==> src/rtl/trigger_pkg.sv <==
// rtl/trigger_pkg.sv - shared types and constants for the trigger pulse emitter
//
// Purpose : FSM state encoding, source-select encoding and default field widths
//           used by trigger_pulse_emitter and its helpers.
// Ports   : none (package)

package trigger_pkg;

    localparam int DEFAULT_CNT_WIDTH  = 16;
    localparam int DEFAULT_TIME_WIDTH = 8;

    localparam logic SOURCE_PERIODIC = 1'b0;
    localparam logic SOURCE_FORWARD  = 1'b1;

    typedef enum logic [2:0] {
        ST_IDLE  = 3'd0,
        ST_ARMED = 3'd1,
        ST_DELAY = 3'd2,
        ST_HIGH  = 3'd3,
        ST_GAP   = 3'd4
    } trig_state_t;

endpackage

==> src/rtl/trigger_edge_sync.sv <==
// rtl/trigger_edge_sync.sv - two-flop synchroniser with rising-edge detect
//
// Purpose : brings an asynchronous level into the clk domain and flags its
//           rising edges. An edge presented at sampling edge n is flagged
//           in the cycle following clock edge n+1.
// Ports   : clk      - system clock
//           rst_n    - asynchronous active-low reset, clears all flops
//           async_in - asynchronous input level
//           rise     - one-cycle rising-edge flag (from flops only)

module trigger_edge_sync (
    input  logic clk,
    input  logic rst_n,
    input  logic async_in,
    output logic rise
);

    logic sync1_q, sync1_d;
    logic sync2_q, sync2_d;
    logic prev_q,  prev_d;

    always_comb begin
        sync1_d = async_in;
        sync2_d = sync1_q;
        prev_d  = sync2_q;
    end

    always_ff @(posedge clk or negedge rst_n) begin
        if (!rst_n) begin
            sync1_q <= 1'b0;
            sync2_q <= 1'b0;
            prev_q  <= 1'b0;
        end else begin
            sync1_q <= sync1_d;
            sync2_q <= sync2_d;
            prev_q  <= prev_d;
        end
    end

    assign rise = sync2_q & ~prev_q;

endmodule

==> src/rtl/trigger_pulse_emitter.sv <==
// rtl/trigger_pulse_emitter.sv - programmable trigger/sync pulse generator
//
// Purpose : emits periodic bursts or re-timed copies of LocalTrigger edges on
//           TriggerOut, with delay, width, period and holdoff control.
// Ports   : SyncClk, reset_n       - clock, asynchronous active-low reset
//           Start, Stop            - single-cycle burst start / abort
//           SourceSelect           - 0 periodic, 1 forward LocalTrigger
//           PulseDelay/PulseWidth  - delay to rise, high time (0 -> 1)
//           PulsePeriod            - rise-to-rise spacing (periodic)
//           PulseNumber            - pulses per burst, 0 = until Stop
//           LocalTrigger           - asynchronous trigger level
//           TriggerOut, Busy, Done, LostTrigger, PulseCount - registered

module trigger_pulse_emitter
    import trigger_pkg::*;
#(
    parameter int CNT_WIDTH  = DEFAULT_CNT_WIDTH,
    parameter int TIME_WIDTH = DEFAULT_TIME_WIDTH,
    parameter int HOLDOFF    = 4
) (
    input  logic                  SyncClk,
    input  logic                  reset_n,
    input  logic                  Start,
    input  logic                  Stop,
    input  logic                  SourceSelect,
    input  logic [TIME_WIDTH-1:0] PulseDelay,
    input  logic [TIME_WIDTH-1:0] PulseWidth,
    input  logic [CNT_WIDTH-1:0]  PulsePeriod,
    input  logic [CNT_WIDTH-1:0]  PulseNumber,
    input  logic                  LocalTrigger,
    output logic                  TriggerOut,
    output logic                  Busy,
    output logic                  Done,
    output logic                  LostTrigger,
    output logic [CNT_WIDTH-1:0]  PulseCount
);

    // Period counter must hold either PulsePeriod-1 or the effective width.
    localparam int PW          = (CNT_WIDTH > TIME_WIDTH) ? CNT_WIDTH : TIME_WIDTH;
    localparam int HOLDOFF_EFF = (HOLDOFF < 1) ? 1 : HOLDOFF;

    localparam logic [TIME_WIDTH-1:0] ONE_T       = TIME_WIDTH'(1);
    localparam logic [CNT_WIDTH-1:0]  ONE_C       = CNT_WIDTH'(1);
    localparam logic [PW-1:0]         ONE_P       = PW'(1);
    localparam logic [TIME_WIDTH-1:0] HOLD_RELOAD = TIME_WIDTH'(HOLDOFF_EFF - 1);

    logic rise;

    trigger_edge_sync u_edge_sync (
        .clk      (SyncClk),
        .rst_n    (reset_n),
        .async_in (LocalTrigger),
        .rise     (rise)
    );

    // Control state
    trig_state_t           state_q,     state_d;
    logic                  src_q,       src_d;
    logic [TIME_WIDTH-1:0] delay_q,     delay_d;
    logic [TIME_WIDTH-1:0] width_q,     width_d;
    logic [CNT_WIDTH-1:0]  period_q,    period_d;
    logic [CNT_WIDTH-1:0]  number_q,    number_d;
    logic [TIME_WIDTH-1:0] tmr_q,       tmr_d;
    logic [PW-1:0]         per_q,       per_d;
    logic [CNT_WIDTH-1:0]  count_q,     count_d;
    logic                  stop_pend_q, stop_pend_d;
    logic                  done_ev_q,   done_ev_d;
    logic                  lost_ev_q,   lost_ev_d;

    // Output register stage
    logic                  trigger_out_q, trigger_out_d;
    logic                  busy_q,        busy_d;
    logic                  done_q,        done_d;
    logic                  lost_q,        lost_d;
    logic [CNT_WIDTH-1:0]  pulse_count_q, pulse_count_d;

    logic                  accept;
    logic                  enter_high;
    logic                  burst_end;
    logic [TIME_WIDTH-1:0] width_eff;
    logic [PW-1:0]         period_x;
    logic [PW-1:0]         width_x;
    logic [PW-1:0]         per_reload;

    always_comb begin
        accept = (state_q == ST_IDLE) && Start && !Stop;

        // On the accepting cycle the live inputs are used directly, so the
        // first transition already sees the new configuration.
        src_d    = accept ? SourceSelect : src_q;
        delay_d  = accept ? PulseDelay   : delay_q;
        width_d  = accept ? PulseWidth   : width_q;
        period_d = accept ? PulsePeriod  : period_q;
        number_d = accept ? PulseNumber  : number_q;

        width_eff = (width_d == '0) ? ONE_T : width_d;
        period_x  = PW'(period_d);
        width_x   = PW'(width_eff);
        // Reload so that rise-to-rise = max(PulsePeriod, width+1).
        per_reload = (period_x > width_x) ? (period_x - ONE_P) : width_x;

        burst_end = (number_q != '0) && (count_q == number_q);

        state_d     = state_q;
        tmr_d       = tmr_q;
        per_d       = (per_q != '0) ? (per_q - ONE_P) : per_q;
        count_d     = count_q;
        stop_pend_d = stop_pend_q;
        done_ev_d   = 1'b0;
        lost_ev_d   = 1'b0;
        enter_high  = 1'b0;

        case (state_q)
            ST_IDLE: begin
                stop_pend_d = 1'b0;
                if (accept) begin
                    count_d = '0;
                    if (src_d == SOURCE_FORWARD) begin
                        state_d = ST_ARMED;
                    end else if (delay_d == '0) begin
                        enter_high = 1'b1;
                    end else begin
                        state_d = ST_DELAY;
                        tmr_d   = delay_d - ONE_T;
                    end
                end
            end
            ST_ARMED: begin
                if (Stop) begin
                    state_d   = ST_IDLE;
                    done_ev_d = 1'b1;
                end else if (rise) begin
                    if (delay_q == '0) begin
                        enter_high = 1'b1;
                    end else begin
                        state_d = ST_DELAY;
                        tmr_d   = delay_q - ONE_T;
                    end
                end
            end
            ST_DELAY: begin
                lost_ev_d = rise && (src_q == SOURCE_FORWARD);
                if (Stop) begin
                    state_d   = ST_IDLE;
                    done_ev_d = 1'b1;
                end else if (tmr_q == '0) begin
                    enter_high = 1'b1;
                end else begin
                    tmr_d = tmr_q - ONE_T;
                end
            end
            ST_HIGH: begin
                lost_ev_d = rise && (src_q == SOURCE_FORWARD);
                // A Stop here is remembered so the pulse is never truncated.
                if (Stop) begin
                    stop_pend_d = 1'b1;
                end
                if (tmr_q == '0) begin
                    if (stop_pend_q || Stop || burst_end) begin
                        state_d   = ST_IDLE;
                        done_ev_d = 1'b1;
                    end else begin
                        state_d = ST_GAP;
                        tmr_d   = HOLD_RELOAD;
                    end
                end else begin
                    tmr_d = tmr_q - ONE_T;
                end
            end
            ST_GAP: begin
                lost_ev_d = rise && (src_q == SOURCE_FORWARD);
                if (Stop) begin
                    state_d   = ST_IDLE;
                    done_ev_d = 1'b1;
                end else if (src_q == SOURCE_FORWARD) begin
                    if (tmr_q == '0) begin
                        state_d = ST_ARMED;
                    end else begin
                        tmr_d = tmr_q - ONE_T;
                    end
                end else if (per_q == '0) begin
                    enter_high = 1'b1;
                end
            end
            default: begin
                state_d = ST_IDLE;
            end
        endcase

        if (enter_high) begin
            state_d = ST_HIGH;
            tmr_d   = width_eff - ONE_T;
            per_d   = per_reload;
            count_d = (count_d == '1) ? count_d : (count_d + ONE_C);
        end

        // Outputs lag the control state by one register stage.
        trigger_out_d = (state_q == ST_HIGH);
        busy_d        = (state_q != ST_IDLE);
        done_d        = done_ev_q;
        lost_d        = lost_ev_q;
        pulse_count_d = count_q;
    end

    always_ff @(posedge SyncClk or negedge reset_n) begin
        if (!reset_n) begin
            state_q       <= ST_IDLE;
            src_q         <= SOURCE_PERIODIC;
            delay_q       <= '0;
            width_q       <= '0;
            period_q      <= '0;
            number_q      <= '0;
            tmr_q         <= '0;
            per_q         <= '0;
            count_q       <= '0;
            stop_pend_q   <= 1'b0;
            done_ev_q     <= 1'b0;
            lost_ev_q     <= 1'b0;
            trigger_out_q <= 1'b0;
            busy_q        <= 1'b0;
            done_q        <= 1'b0;
            lost_q        <= 1'b0;
            pulse_count_q <= '0;
        end else begin
            state_q       <= state_d;
            src_q         <= src_d;
            delay_q       <= delay_d;
            width_q       <= width_d;
            period_q      <= period_d;
            number_q      <= number_d;
            tmr_q         <= tmr_d;
            per_q         <= per_d;
            count_q       <= count_d;
            stop_pend_q   <= stop_pend_d;
            done_ev_q     <= done_ev_d;
            lost_ev_q     <= lost_ev_d;
            trigger_out_q <= trigger_out_d;
            busy_q        <= busy_d;
            done_q        <= done_d;
            lost_q        <= lost_d;
            pulse_count_q <= pulse_count_d;
        end
    end

    assign TriggerOut  = trigger_out_q;
    assign Busy        = busy_q;
    assign Done        = done_q;
    assign LostTrigger = lost_q;
    assign PulseCount  = pulse_count_q;

endmodule

==> config.mk <==
export PLATFORM = sky130hd
export DESIGN_NAME = trigger_pulse_emitter
export DESIGN_NICKNAME = d
export VERILOG_FILES = /design/src/rtl/trigger_pkg.sv /design/src/rtl/trigger_edge_sync.sv /design/src/rtl/trigger_pulse_emitter.sv
export SDC_FILE = /design/constraint.sdc
export NUM_CORES = 1
export LEC_CHECK = 0
export CORE_MARGIN = 5
export CORE_UTILIZATION = 62
export DETAILED_ROUTE_END_ITERATION = 8
export PLACE_DENSITY = 0.95
export RECOVER_POWER = 25
export SETUP_SLACK_MARGIN = 0.3
export SYNTH_ARGS = -nofsm -noshare
export SYNTH_HDL_FRONTEND = slang
export SYNTH_SLANG_ARGS = --single-unit
==> constraint.sdc <==
create_clock -name SyncClk -period 6 [get_ports SyncClk]
set_input_delay 0.9 -clock SyncClk [delete_from_list [all_inputs] [get_ports SyncClk]]
set_output_delay 0.9 -clock SyncClk [all_outputs]
set_load 0.005 [all_outputs]
==> impl_results.md <==
* Total CTS buffers at 17
* Most frequent cells in the layout: dfrtp_1, nand2_1, clkdlybuf4s50_1, xor2_1, nor2_1
* Period utilization at about 80%
* 1st-iter DRT viols at about 500
* Static leakage at approximately 0.0037 uW
* Multi-input gate area at around 3600 sq um
* Setup crit start kind: flop
* DRC violations left at 0
* Starting Density at 62.8%
* Slew HR at -35.1%
* Drt wl/cell at roughly 20 microns
* Total track usage at 29.9%
* Async S/R FF share, synth at 100%
* Gpl congestion at approximately 0.9
* Hold_buf cts at 0
* Final count of negative-setup-slack endpoints at 0
* Top_reg_cell synth: dfrtp_1
* CP endpoint kind: flop
* CTS tree: done
* Max clock buf depth at 2
* Die Height at between 100 and 150 microns
* Vias in the first global route at between 6,000 and 7,000
* Top cell type's share of synthesized area at about 44%
* Pre-CTS WS at 1250 ps
* Min cycle time layout at between 4000 and 5000 ps
* F_max at ~210 MHz
* Failing checks: max-capacitance violations, max-slew violations
* Hold Path Class: reg2reg
* Setup TNS at 0 ps
* Hold Fails Final Rpt at 0
* Post-CTS Resized at 0
* Std cell rows at 38
* Nets at approximately 850
* First-pass GRT wire length at approximately 31 mm
* Synth Cell Area at 6770 sq um
* Initial antenna violation count at 0
* Antenna diode count at 0
* Register bit count reported by yosys at about 120
* Clock tree sinks at ~120
* RSZ-0062 raised after global routing: false
* Setup bufs post-CTS at 0
* Largest area contributor in the netlist: dfrtp_1
* 1st-pass router iterations at 5
* Outcome: complete, but fails checks
* Area contributors post-synth: dfrtp_1, nand2_1, xor2_1
* Total gr overflow at 0
* CP Data Arrival Time at 5240 ps
* IO buf count at 73
* Synthesized netlist cell count at roughly 710
* Mean Syn Cell Area at about 9.6 sq um
* Pins Over Slew Limit at ~120
* Clk_skew at 10.9 ps
* Seq. cell area at just under 3000 sq um
* Largest net degree at the start of global routing at slightly above 80
* Fraction of layout cells with a size suffix above 1 at under 10%
* # IOs at between 70 and 80
* CP Max Fanout at 18
* Worst slew pin tran at approximately 2000 ps
* Die Wd at 115 microns
* Seq/Total Area, Yosys at 43.6%
* Number of distinct library cells after synthesis at 76
* Worst skew pair latency at between 500 and 600 ps
* Die footprint at around 13,000 sq um
* Final Util at about three quarters
* Post-synth EDFFs at 0
* Max Cap Viol at 2
* Syn_nets at 774
* Setup CP Type: reg2reg
* Area growth from synthesis to layout at 20.4%
* CTS clk-pin slew, worst paths at approximately 60 ps
* Power Dens Cells at 489 nW/um^2
* Final setup margin at ~1200 ps
* H-tree depth at 4
* Core footprint at between 10,000 and 15,000 sq um
* Drt via density at approximately 6.5
* Final WL at 18.7 mm
* YS warnings at 0
* Detail Route Antenna Nets at 0
* Most common cell after layout, fill and taps aside: dfrtp_1
* Critical Path RT at approximately 6500 ps
* Layout fillers at slightly above 700
* Via Count at about 6,000
* DPL Wire Length at 12.9 mm
* Clock root cell: clkbuf_8
* Worst vdd ir at 0.000314 V
-- critical path, cell delays in order, from the launching register on --
cell and delay, ps:
dfrtp_1 570, nor3_1 670, clkinvlp_2 710, nor2_8 460, buf_4 310, mux2i_1 410
ha_1 300, nand4_1 100, nor2_1 60, a211oi_1 190, nor3_1 70, o21ai_1 90
buf_4 230, mux2_2 360, o21ai_1 150
-- logic make-up after synthesis --
family	count (synthesis)	synth area share, %
compound gates	111	11.0
xor+xnor	65	8.40
fa+ha+maj	15	2.77
buf+inv	51	3.56
flops	118	43.6
mux	45	7.46
simple gates	300	23.2
-- where the power goes --
part           internal [uW]  total (uW)  leakage [uW]  switching [uW]
registers               1080        1370       0.00150             295
clock network            663        1030      0.000296             365
logic                    703        1590       0.00189             886
-- synth_stat cells (all sizes together), types with 3 or more instances --
cell	instances
dfrtp	118
nand2	117
xor2	43
nor2	33
o21ai	31
nor4	29
nand3	28
nor3	27
a21oi	23
inv	23
mux2	23
mux2i	22
xnor2	22
buf	18
ha	15
nand4	15
clkbuf	10
or3	9
or4	9
nor2b	7
o211ai	7
and2	6
a211oi	5
o22ai	5
a221oi	4
a22oi	4
o31ai	4
and3	3
nand2b	3
o41ai	3
-- routing by layer --
metal	global-route usage [%]	vias to the layer above	routed length (microns)
met5	0	-	0
met2	50.1	335	9310
li1	-	2687	-
met4	13.5	0	682
met1	36.3	2945	7240
met3	7.51	74	1510
-- layout make-up --
cell class / count / area share (%)
multi-input combinational: 536 / 43.7
sequential: 118 / 36.2
timing repair buffer: 81 / 9.59
clock buffer: 23 / 5.72
tap: 140 / 2.15
clock inverter: 9 / 1.52
inverter: 23 / 1.07
-- flip-flops by register name, indices dropped and copies added (netlist names) --
signal	count
u_edge_sync.prev_d	1
number_q	16
PulseCount	16
u_edge_sync.prev_q	1
per_q	16
TriggerOut	1
count_q	16
stop_pend_q	1
period_q	16
delay_q	8
width_q	8
tmr_q	8
Busy	1
LostTrigger	1
src_q	1
Done	1
lost_d	1
u_edge_sync.sync1_q	1
state_q	3
done_d	1
-- final timing paths --
kind,slack (ps),startpoint,cells after the start,endpoint
worst max-delay path,1230,state_q[0],14,per_q[3]
worst min-delay path,350,done_d,0,Done
worst max register to register,1230,state_q[0],14,per_q[3]
worst min register to register,350,done_d,0,Done
max in group asynchronous,2290,reset_n,2,u_edge_sync.prev_q
min in group asynchronous,920,reset_n,1,period_q[2]
-- per-stage QoR --
stage	instance area (sq um)	power (uW)	cells	hold WS (ps)
after floorplan	6770	2460	705	331
after global routing	8160	4200	930	361
final	8160	3990	930	355
after CTS	8180	3960	930	322
after detailed placement	7580	2900	898	345
after global placement	7580	2810	898	337
No activity file was read; power rests on OpenSTA's default activity.
